`src/rtl/iter_div.sv`:
```
// -----------------------------------------------------------------------------
// iter_div
// Iterative restoring divider, 64-bit, signed or unsigned. One operation at a
// time; BITS_PER_CYCLE quotient bits are resolved per clock while BUSY.
//
// Ports
//   clock      in   1   rising-edge clock
//   reset      in   1   asynchronous, active-high
//   dividend   in  64   numerator, sampled when start is accepted
//   divisor    in  64   denominator, sampled when start is accepted
//   is_signed  in   1   1 = two's-complement operands
//   start      in   1   request; accepted only while busy = 0
//   quotient   out 64   registered result, valid with done
//   remainder  out 64   registered result, valid with done
//   done       out  1   one-cycle result-valid pulse
//   busy       out  1   high from the cycle after acceptance through done
// -----------------------------------------------------------------------------
module iter_div #(
   parameter int BITS_PER_CYCLE = 1
) (
   input  logic        clock,
   input  logic        reset,
   input  logic [63:0] dividend,
   input  logic [63:0] divisor,
   input  logic        is_signed,
   input  logic        start,
   output logic [63:0] quotient,
   output logic [63:0] remainder,
   output logic        done,
   output logic        busy
);

   typedef enum logic [1:0] {S_IDLE, S_BUSY, S_DONE} state_e;

   localparam int         N_CYCLES = 64 / BITS_PER_CYCLE;
   localparam logic [6:0] LAST_CNT = 7'(N_CYCLES - 1);

   if (!(BITS_PER_CYCLE == 1 || BITS_PER_CYCLE == 2 || BITS_PER_CYCLE == 4)) begin : g_bad_bpc
      $error("iter_div: BITS_PER_CYCLE must be 1, 2 or 4");
   end

   state_e      state_q, state_d;
   logic [6:0]  cnt_q, cnt_d;
   logic [63:0] a_q, a_d;          // dividend magnitude, becomes the quotient
   logic [63:0] b_q, b_d;          // divisor magnitude
   logic [63:0] r_q, r_d;          // partial remainder
   logic        qneg_q, qneg_d;
   logic        rneg_q, rneg_d;
   logic [63:0] quotient_q, quotient_d;
   logic [63:0] remainder_q, remainder_d;

   logic [63:0] step_a;
   logic [63:0] step_r;
   logic [64:0] shifted;
   logic        dvd_neg, dvs_neg;

   assign dvd_neg = is_signed & dividend[63];
   assign dvs_neg = is_signed & divisor[63];

   // BITS_PER_CYCLE restoring steps chained combinationally, MSB first.
   // The 65-bit compare covers the case where the shifted-out remainder bit is
   // set, so a 2^63 divisor magnitude is handled without overflow. The
   // difference always fits in 64 bits because it is smaller than the divisor.
   always_comb begin
      step_a  = a_q;
      step_r  = r_q;
      shifted = '0;
      for (int i = 0; i < BITS_PER_CYCLE; i++) begin
         shifted = {step_r, step_a[63]};
         step_a  = {step_a[62:0], 1'b0};
         if (shifted >= {1'b0, b_q}) begin
            step_r    = shifted[63:0] - b_q;
            step_a[0] = 1'b1;
         end else begin
            step_r = shifted[63:0];
         end
      end
   end

   // NOTE: sequential state uses non-blocking assignments so every register
   // samples the pre-edge values of the others.
   always_ff @(posedge clock or posedge reset) begin
      if (reset) begin
         state_q     <= S_IDLE;
         cnt_q       <= '0;
         a_q         <= '0;
         b_q         <= '0;
         r_q         <= '0;
         qneg_q      <= 1'b0;
         rneg_q      <= 1'b0;
         quotient_q  <= '0;
         remainder_q <= '0;
      end else begin
         state_q     <= state_d;
         cnt_q       <= cnt_d;
         a_q         <= a_d;
         b_q         <= b_d;
         r_q         <= r_d;
         qneg_q      <= qneg_d;
         rneg_q      <= rneg_d;
         quotient_q  <= quotient_d;
         remainder_q <= remainder_d;
      end
   end

   // NOTE: every signal written in a combinational block gets a default first,
   // so no path through the case statement can infer a latch.
   always_comb begin
      state_d = state_q;
      unique case (state_q)
         S_IDLE: if (start) state_d = (divisor == '0) ? S_DONE : S_BUSY;
         S_BUSY: if (cnt_q == LAST_CNT) state_d = S_DONE;
         S_DONE: state_d = S_IDLE;
         default: state_d = S_IDLE;
      endcase
   end

   // Datapath next-state. Results are written only on entry to DONE and are
   // otherwise held.
   always_comb begin
      cnt_d       = cnt_q;
      a_d         = a_q;
      b_d         = b_q;
      r_d         = r_q;
      qneg_d      = qneg_q;
      rneg_d      = rneg_q;
      quotient_d  = quotient_q;
      remainder_d = remainder_q;
      unique case (state_q)
         S_IDLE: begin
            if (start) begin
               if (divisor == '0) begin
                  quotient_d  = '1;
                  remainder_d = dividend;
               end else begin
                  a_d    = dvd_neg ? -dividend : dividend;
                  b_d    = dvs_neg ? -divisor  : divisor;
                  r_d    = '0;
                  qneg_d = dvd_neg ^ dvs_neg;
                  rneg_d = dvd_neg;
                  cnt_d  = '0;
               end
            end
         end
         S_BUSY: begin
            a_d   = step_a;
            r_d   = step_r;
            cnt_d = cnt_q + 7'd1;
            if (cnt_q == LAST_CNT) begin
               cnt_d       = '0;
               quotient_d  = qneg_q ? -step_a : step_a;
               remainder_d = rneg_q ? -step_r : step_r;
            end
         end
         default: ;
      endcase
   end

   // Outputs decode registered state only; no input reaches an output
   // combinationally.
   always_comb begin
      done = (state_q == S_DONE);
      busy = (state_q != S_IDLE);
   end

   assign quotient  = quotient_q;
   assign remainder = remainder_q;

endmodule

```
`config.mk`:
```
export PLATFORM = sky130hd
export DESIGN_NAME = iter_div
export DESIGN_NICKNAME = d
export VERILOG_FILES = /design/src/rtl/iter_div.sv
export SDC_FILE = /design/constraint.sdc
export NUM_CORES = 1
export LEC_CHECK = 0
export ABC_AREA = 0
export BUFFER_PORTS_ARGS = -buffer_cell sky130_fd_sc_hd__buf_2
export CAP_MARGIN = 20
export CORE_ASPECT_RATIO = 1.4
export CORE_MARGIN = 2
export CORE_UTILIZATION = 55
export CTS_CLUSTER_SIZE = 10
export DETAILED_ROUTE_END_ITERATION = 8
export PLACE_DENSITY = 0.78
export SYNTH_ARGS = -nofsm -noshare
export SYNTH_HDL_FRONTEND = slang
export SYNTH_SLANG_ARGS = --single-unit
```
`constraint.sdc`:
```
create_clock -name clock -period 9.3 [get_ports clock]
set_input_delay 0.465 -clock clock [delete_from_list [all_inputs] [get_ports clock]]
set_output_delay 0.465 -clock clock [all_outputs]
set_load 0.02 [all_outputs]
```
==> results of run 1 <==
[cells by family after synthesis]
logic type | Yosys count
simple gates | 1206
compound gates | 1027
flops | 331
buf+inv | 297
xor+xnor | 273
fa+ha+maj | 70
mux | 56
[cell type report]
type,count,area share [%]
diodes,5,0.0455
clock buffers,43,3.68
clock inverters,6,0.182
inverters,101,1.40
multi-input cells,2632,56.4
flip-flops and latches,331,30.1
well taps,564,2.57
repair buffers,287,5.62
[worst min-delay path: cells and delay by family]
family	cells	cell delay, ns
buffers and inverters	1	0.13
AOI/OAI and AO/OA	1	0.07
and+or+nand+nor	1	0.06
[timing repair]
action | CTS | global route
endpoints found under the hold margin | 1 | 0
hold buffers | 1 | 0
setup endpoints to repair | 0 | 0
[layer usage]
| layer | up-vias | wire length, um | track usage, % |
|---|---|---|---|
| li1 | 11875 | - | - |
| met1 | 12024 | 35700 | 47.7 |
| met2 | 1125 | 42000 | 61.3 |
| met3 | 252 | 6020 | 4.38 |
| met4 | 2 | 4720 | 17.8 |
| met5 | - | 13 | 0 |
[power breakdown]
part	switching (W)	internal [W]	total, W
clock	0.000616	0.000768	0.00138
sequential	0.000575	0.00206	0.00263
combinational	0.00475	0.00223	0.00698
[state kept, by name, summed over array words and instances, names as in the netlist]
register and cells:
remainder 64, cnt_q 7, b_q 64, quotient 64
state_q 2, r_q 64, a_q 64, rneg_q 1
qneg_q 1
[metrics by stage]
| stage | power (W) | setup slack, ns | instance area [um^2] | hold WS (ns) | utilization (%) |
|---|---|---|---|---|---|
| 6_report | 0.0110 | 2.72 | 27500 | 0.196 | 61.2 |
| 5_1_grt | 0.0117 | 2.26 | 27500 | 0.195 | 61.2 |
| 4_1_cts | 0.0108 | 2.79 | 27500 | 0.179 | 61.2 |
| 3_5_place_dp | 0.00943 | 2.81 | 26400 | 0.466 | 58.8 |
| 3_3_place_gp | 0.00931 | 2.95 | 26400 | 0.460 | 58.8 |
| 2_1_floorplan | 0.00741 | 3.60 | 24900 | 0.450 | - |
[how the worst max path moves through the flow]
stage | from | end | slack [ns] | cells after the start
after floorplan | r_q[9]$_DFFE_PP0P_ | quotient[60]$_DFFE_PP0P_ | 3.60 | 24
after global placement | r_q[17]$_DFFE_PP0P_ | quotient[60]$_DFFE_PP0P_ | 2.95 | 20
after detailed placement | r_q[17]$_DFFE_PP0P_ | quotient[60]$_DFFE_PP0P_ | 2.81 | 20
after CTS | r_q[17]$_DFFE_PP0P_ | quotient[60]$_DFFE_PP0P_ | 2.79 | 20
after global routing | r_q[17]$_DFFE_PP0P_ | quotient[60]$_DFFE_PP0P_ | 2.26 | 20
final | r_q[17]$_DFFE_PP0P_ | quotient[62]$_DFFE_PP0P_ | 2.72 | 20
[placed cells by master (no fill, tap or decap), types with 20 or more instances in the layout]
cell and count:
a211oi_1 21, a21oi_1 402, a31oi_1 54, and3_1 30, buf_2 262, buf_4 21
clkbuf_16 40, dfrtp_1 331, ha_1 69, inv_1 98, mux2i_1 51, nand2_1 393
nand2b_1 20, nand3_1 46, nand4_1 50, nor2_1 398, nor3_1 72, nor4_1 34
o21ai_0 314, o31ai_1 53, o41ai_1 22, or3_1 49, or4_1 26, xnor2_1 105
xor2_1 168
==> results.tsv, run 1 <==
stage	metric	value	unit
outcome	outcome	completed	
cts	clock_latency	0.57	ns
final_layout	synthToLayoutAreaGrowth	10.2	%
synth	yosys_warnings	0	
placed_design	dpl.hpwl	68.1	mm
synth	post_synth_xor_area_fraction	9.59	%
worst_setup_path	end_kind	register	
die	die_y	256	um
final_layout	final_cells	3969	
drt	drt_iter0_drc	2233	
flow_run	drv_cap	0	
synth	yosysMostFrequentCell	a21oi_1	
die	start_util	55.6	%
worst_setup_path	worstPathArrival	7.02	ns
timing	fin_tns_setup	0	ns
placed_design	io_buffers	261	
worst_setup_path	r2r_cells	20	
timing	slew_headroom	16.3	%
worst_setup_path	worstSetupPathType	reg2reg	
cts	path_clk_slew	0.06	ns
worst_hold_path	hold_path_depth	3	
synth	synth_seq_area_share	33.2	%
synth	synth_edf_count	0	
synth	synth_nets	3462	
timing	period_share	70.7	%
synth	syn_area	24900	um^2
drt	dr.pass1.iters	6	
cts	clk_path_buf_depth	3	
worst_setup_path	critPathTopFamily	simple AND/OR/NAND/NOR gates	
cts	post_cts_resized	0	
timing	finClkSkew	0.0131	ns
synth	syn_inst	3260	
worst_setup_path	crit_chain	ha_1 -> a21oi_1 -> o21ai_2 -> a211oi_1 -> o21bai_1 -> o211ai_1 -> buf_4 -> nand2_4 -> inv_2 -> ha_1 -> nand2b_1 -> nor2_1 -> nand2_1 -> or2_2 -> nand2b_1 -> or4_1 -> nand2b_1 -> o21ai_0 -> xor2_1 -> a21oi_1	
worst_setup_path	path_buf_inv	2	
final_layout	register_area	8280	um^2
power_and_ir_drop	power_density	400	nW/um^2
worst_setup_path	start_kind	register	
drt	wirelength	88.4	mm
worst_hold_path	holdPathEnd	remainder[29]$_DFFE_PP0P_	
die	die_x	184	um
synth	synth_area_per_cell	7.65	um^2
timing	setup_viol	0	
drt	via_per_inst	6.37	
synth	synth-simple-area-share	22.4	%
final_layout	fill_cells	4130	
synth	synth_compound_area_share	24.2	%
placed_design	placed_cells	3913	
die	coreArea	44900	um^2
cts	cts-root-buf	clkbuf_16	
timing	rsz0062_at_grt	no	
worst_setup_path	rr_endpoint	quotient[62]$_DFFE_PP0P_	
die	rows	92	
global_routing	antenna_found_initial	6	
drt	wl_per_cell	22.3	um
synth	synth_commonest_cells	a21oi_1 (402), nor2_1 (399), nand2_1 (393)	
timing	hold_viol	0	
global_routing	grt_max_degree	177	
worst_hold_path	min_path_type	in2reg	
timing	min_period	6.58	ns
cts	cts_max_level	2	
synth	yosys.area_share.adder	3.54	%
synth	synth.ff_latch_count	331	
synth	synth_flop_cell	dfrtp_1	
final_layout	multiInputGateArea	15500	um^2
drt	vias	25278	
synth	synth_area_leaders	dfrtp_1 (33%), a21oi_1 (8.1%), o21ai_0 (6.3%), nor2_1 (6.0%), nand2_1 (5.9%)	
global_routing	grt_pass1_vias	23653	
worst_setup_path	reg2reg_from	r_q[17]$_DFFE_PP0P_	
cts	post_cts_buffers	0	
synth	synth_cell_types	87	
synth	synthMuxAreaShare	2.27	%
worst_setup_path	rrSetupSlack	2.72	ns
timing	maxSlewViolCount	0	
timing	fmaxAchievable	152	MHz
global_routing	grt_pass1_wl	136	mm
power_and_ir_drop	vdd_drop_max	0.209	mV
worst_setup_path	crit_fanout	30	
worst_setup_path	cpPeakStageDelay	0.61	ns
drt	ant_nets	0	
cts	numCtsBuffers	40	
global_routing	grt-ovfl-total	0	
worst_hold_path	hp-start	dividend[29]	
final_layout	drive_gt1_share	11.1	%
synth	synthArstFlopShare	100	%
timing	worst_pin_slew	1.25	ns
cts	cts.sink_count	331	
placed_design	place_congestion	1.01	
synth	synth_top_area_cell	dfrtp_1	
die	num_io_pins	262	
worst_setup_path	critPathSlowestCell	or4_1	
die	die_area	47100	um^2
drt	route.detailed.drc	0	
worst_setup_path	cpMostUsedCell	nand2b_1	
global_routing	grt.total_usage	36.9	%
worst_setup_path	required	9.74	ns
synth	synth_top_family_by_area	compound AO/OA/AOI/OAI gates	
synth	yosysTopAreaCellShare	33.2	%
final_layout	num-nets-final	3595	
cts	cts_tree	done	
power_and_ir_drop	leakage	11.7	nW
(Power assumes the default switching activity.)
==> run 2: changes to the inputs <==
==> constraint.sdc (replaced) <==
create_clock -name clock -period 5.57 [get_ports clock]
set_input_delay 0.2785 -clock clock [delete_from_list [all_inputs] [get_ports clock]]
set_output_delay 0.2785 -clock clock [all_outputs]
set_load 0.02 [all_outputs]
==> run 2 against run 1 <==
  * Setup slack worse by 2.6 ns
  * Power is 72% higher
  * Utilization is 1.7 points higher
  * Worst hold slack worse by 0.17 ns
  * Critical endpoint is now remainder[59]$_DFFE_PP0P_
  * Highest routed layer unchanged
==> results.tsv, run 2 (same netlist as run 1, synthesis figures left out) <==
stage	metric	value	unit	change
outcome	outcome	completed		
global_routing	grt.total_usage	37.2	%	+0.28 points
cts	path_clk_slew	0.06	ns	about the same
cts	clk_path_buf_depth	3		unchanged
power_and_ir_drop	power_density	671	nW/um^2	+68%
power_and_ir_drop	p_sw_share	52.8	%	-1.2 points
cts	cts_max_level	2		unchanged
power_and_ir_drop	vdd_drop_max	0.502	mV	+140%
timing	worst_pin_slew	1.04	ns	-0.207 ns
worst_setup_path	crit_chain	ha_1 -> o211ai_1 -> o21ai_1 -> and3_1 -> buf_4 -> o21a_1 -> nor3_1 -> buf_4 -> o31ai_1 -> xor2_1 -> mux2_2 -> nor4bb_1 -> buf_4 -> nand4_1 -> o21ai_0 -> xnor2_1 -> o21ai_1		
worst_setup_path	required	6.01	ns	-3.73 ns
power_and_ir_drop	clockPowerShare	12.5	%	about the same
worst_setup_path	worstSetupPathType	reg2reg		
timing	slew_headroom	30.7	%	+14 points
power_and_ir_drop	switching_power	0.0100	W	+68%
die	num_io_pins	262		unchanged
worst_setup_path	critPathTopFamily	compound AO/OA/AOI/OAI gates		
final_layout	multiInputGateArea	15500	um^2	+0.18%
global_routing	grt_pass1_wl	138	mm	+1.1%
timing	setup_viol	0		unchanged
worst_setup_path	cpMostUsedCell	buf_4		
timing	rsz0062_at_grt	no		
die	rows	92		unchanged
final_layout	synthToLayoutAreaGrowth	13.3	%	
global_routing	grt_max_degree	195		+10%
placed_design	place_congestion	1.05		+4.8%
global_routing	grt-ovfl-total	0		unchanged
placed_design	dpl.hpwl	69.0	mm	+1.4%
die	die_y	256	um	unchanged
cts	cts.sink_count	331		unchanged
power_and_ir_drop	p_int	0.00895	W	+77%
final_layout	fill_cells	4029		-2.4%
timing	maxSlewViolCount	0		unchanged
timing	period_share	97.1	%	+26 points
power_and_ir_drop	pwr-share-seq	23.0	%	-0.9 points
drt	vias	25567		+1.1%
drt	wl_per_cell	22.0	um	-1.3%
drt	drt_iter0_drc	2459		+10%
timing	fin_tns_setup	0	ns	unchanged
cts	numCtsBuffers	40		unchanged
final_layout	drive_gt1_share	13.5	%	+2.4 points
power_and_ir_drop	total_power	0.0190	W	+72%
final_layout	layout_commonest_cell	a21oi_1		
drt	route.detailed.drc	0		unchanged
worst_setup_path	critPathSlowestCell	nor4bb_1		
timing	fmaxAchievable	185	MHz	+22%
worst_setup_path	crit_fanout	6		-80%
timing	finClkSkew	0.0279	ns	+0.0148 ns
worst_setup_path	start_kind	register		
cts	cts_tree	done		
cts	clock_latency	0.57	ns	about the same
placed_design	io_buffers	261		unchanged
timing	hold_viol	0		unchanged
final_layout	register_area	8280	um^2	unchanged
worst_hold_path	min_path_type	in2reg		
worst_setup_path	end_kind	register		
drt	wirelength	89.2	mm	+0.86%
power_and_ir_drop	p_comb_share	64.5	%	+1.0 points
drt	ant_nets	0		unchanged
cts	cts-root-buf	clkbuf_16		
worst_setup_path	worstPathArrival	5.84	ns	-1.18 ns
die	die_x	184	um	unchanged
global_routing	antenna_found_initial	6		unchanged
drt	via_per_inst	6.30		-1.1%
final_layout	final_cell_mix	a21oi_1 (402), nor2_1 (398), nand2_1 (393), dfrtp_1 (331), o21ai_0 (312)		
flow_run	drv_cap	0		unchanged
die	coreArea	44900	um^2	unchanged
power_and_ir_drop	leakage	12.1	nW	+4.0%
die	die_area	47100	um^2	unchanged
global_routing	grt_pass1_vias	24337		+2.9%
worst_setup_path	path_buf_inv	3		+1
drt	dr.pass1.iters	6		unchanged
die	start_util	55.6	%	unchanged
timing	min_period	5.41	ns	-1.17 ns
final_layout	num-nets-final	3680		+2.4%
worst_setup_path	cpPeakStageDelay	0.72	ns	+0.11 ns
## run 2: cell count changes in the layout (fill, tap and decap cells not counted), sizes merged
cell / previous run / this run
buf: 286 / 371
clkbuf: 43 / 49
clkinvlp: 3 / 1
diode: 5 / 4
## run 2: area by class of cell
cell class,count,share of cell area (%)
multi-input combinational,2632,54.9
antenna,4,0.0354
sequential,331,29.3
clock inverter,4,0.124
clock buffer,49,3.80
timing repair buffer,372,7.93
inverter,101,1.36
tap,564,2.50
## run 2: worst paths after layout
check | from | end | slack [ns] | cells after the start
hold / removal | dividend[17] | remainder[17]$_DFFE_PP0P_ | 0.02 | 3
hold reg to reg | remainder[14]$_DFFE_PP0P_ | remainder[14]$_DFFE_PP0P_ | 0.48 | 2
setup / recovery | r_q[3]$_DFFE_PP0P_ | remainder[59]$_DFFE_PP0P_ | 0.16 | 17
max in group asynchronous | reset | remainder[53]$_DFFE_PP0P_ | 3.95 | 4
min in group asynchronous | reset | a_q[6]$_DFFE_PP0P_ | 0.39 | 3
setup reg to reg | r_q[3]$_DFFE_PP0P_ | remainder[59]$_DFFE_PP0P_ | 0.16 | 17
## run 2: stage by stage
| stage | setup slack, ns | instance area (um^2) | util [%] | std cells | hold slack [ns] |
|---|---|---|---|---|---|
| after global placement | 0.144 | 27100 | 60.3 | 3996 | 0.394 |
| after global routing | 0.0160 | 28300 | 63.0 | 4057 | 0.0194 |
| after floorplan | 0.0539 | 25000 | - | 3260 | 0.415 |
| final | 0.160 | 28300 | 63.0 | 4057 | 0.0219 |
| after CTS | 0.0680 | 28200 | 62.8 | 4050 | 0.000471 |
| after detailed placement | 0.0632 | 27100 | 60.3 | 3996 | 0.403 |
## run 2: power by group through the flow
stage / Combinational, W / Clock, W / Sequential, W
2_1_floorplan: 0.00786 / 0 / 0.00452
3_3_place_gp: 0.0118 / 0 / 0.00430
3_5_place_dp: 0.0119 / 0 / 0.00434
4_1_cts: 0.0120 / 0.00241 / 0.00432
5_1_grt: 0.0133 / 0.00250 / 0.00446
6_report: 0.0122 / 0.00238 / 0.00435
## run 2: worst min-delay path, delay by kind of cell
family / cells / cell delay [ns]
AO/OA/AOI/OAI: 1 / 0.07
buffers and inverters: 1 / 0.13
AND/OR/NAND/NOR: 1 / 0.06
## run 2: metal layers
metal  share of wire [%]  wire length [um]  vias to the layer above  global-route usage, %
li1                    -                 -                    12035                      -
met1                  41             36300                    12145                   48.2
met2                  47             41800                     1109                   61.0
met3                 6.6              5890                      274                   4.67
met4                 5.8              5140                        4                   18.7
met5               0.030                27                        -                      0
## run 2: what timing repair did
item                                    4_1_cts  5_1_grt
endpoints found under the setup margin        0       10
hold endpoints to repair                     27        0
hold buffers                                  1        0
gates resized for setup                       0        8
buffers inserted                              0        3
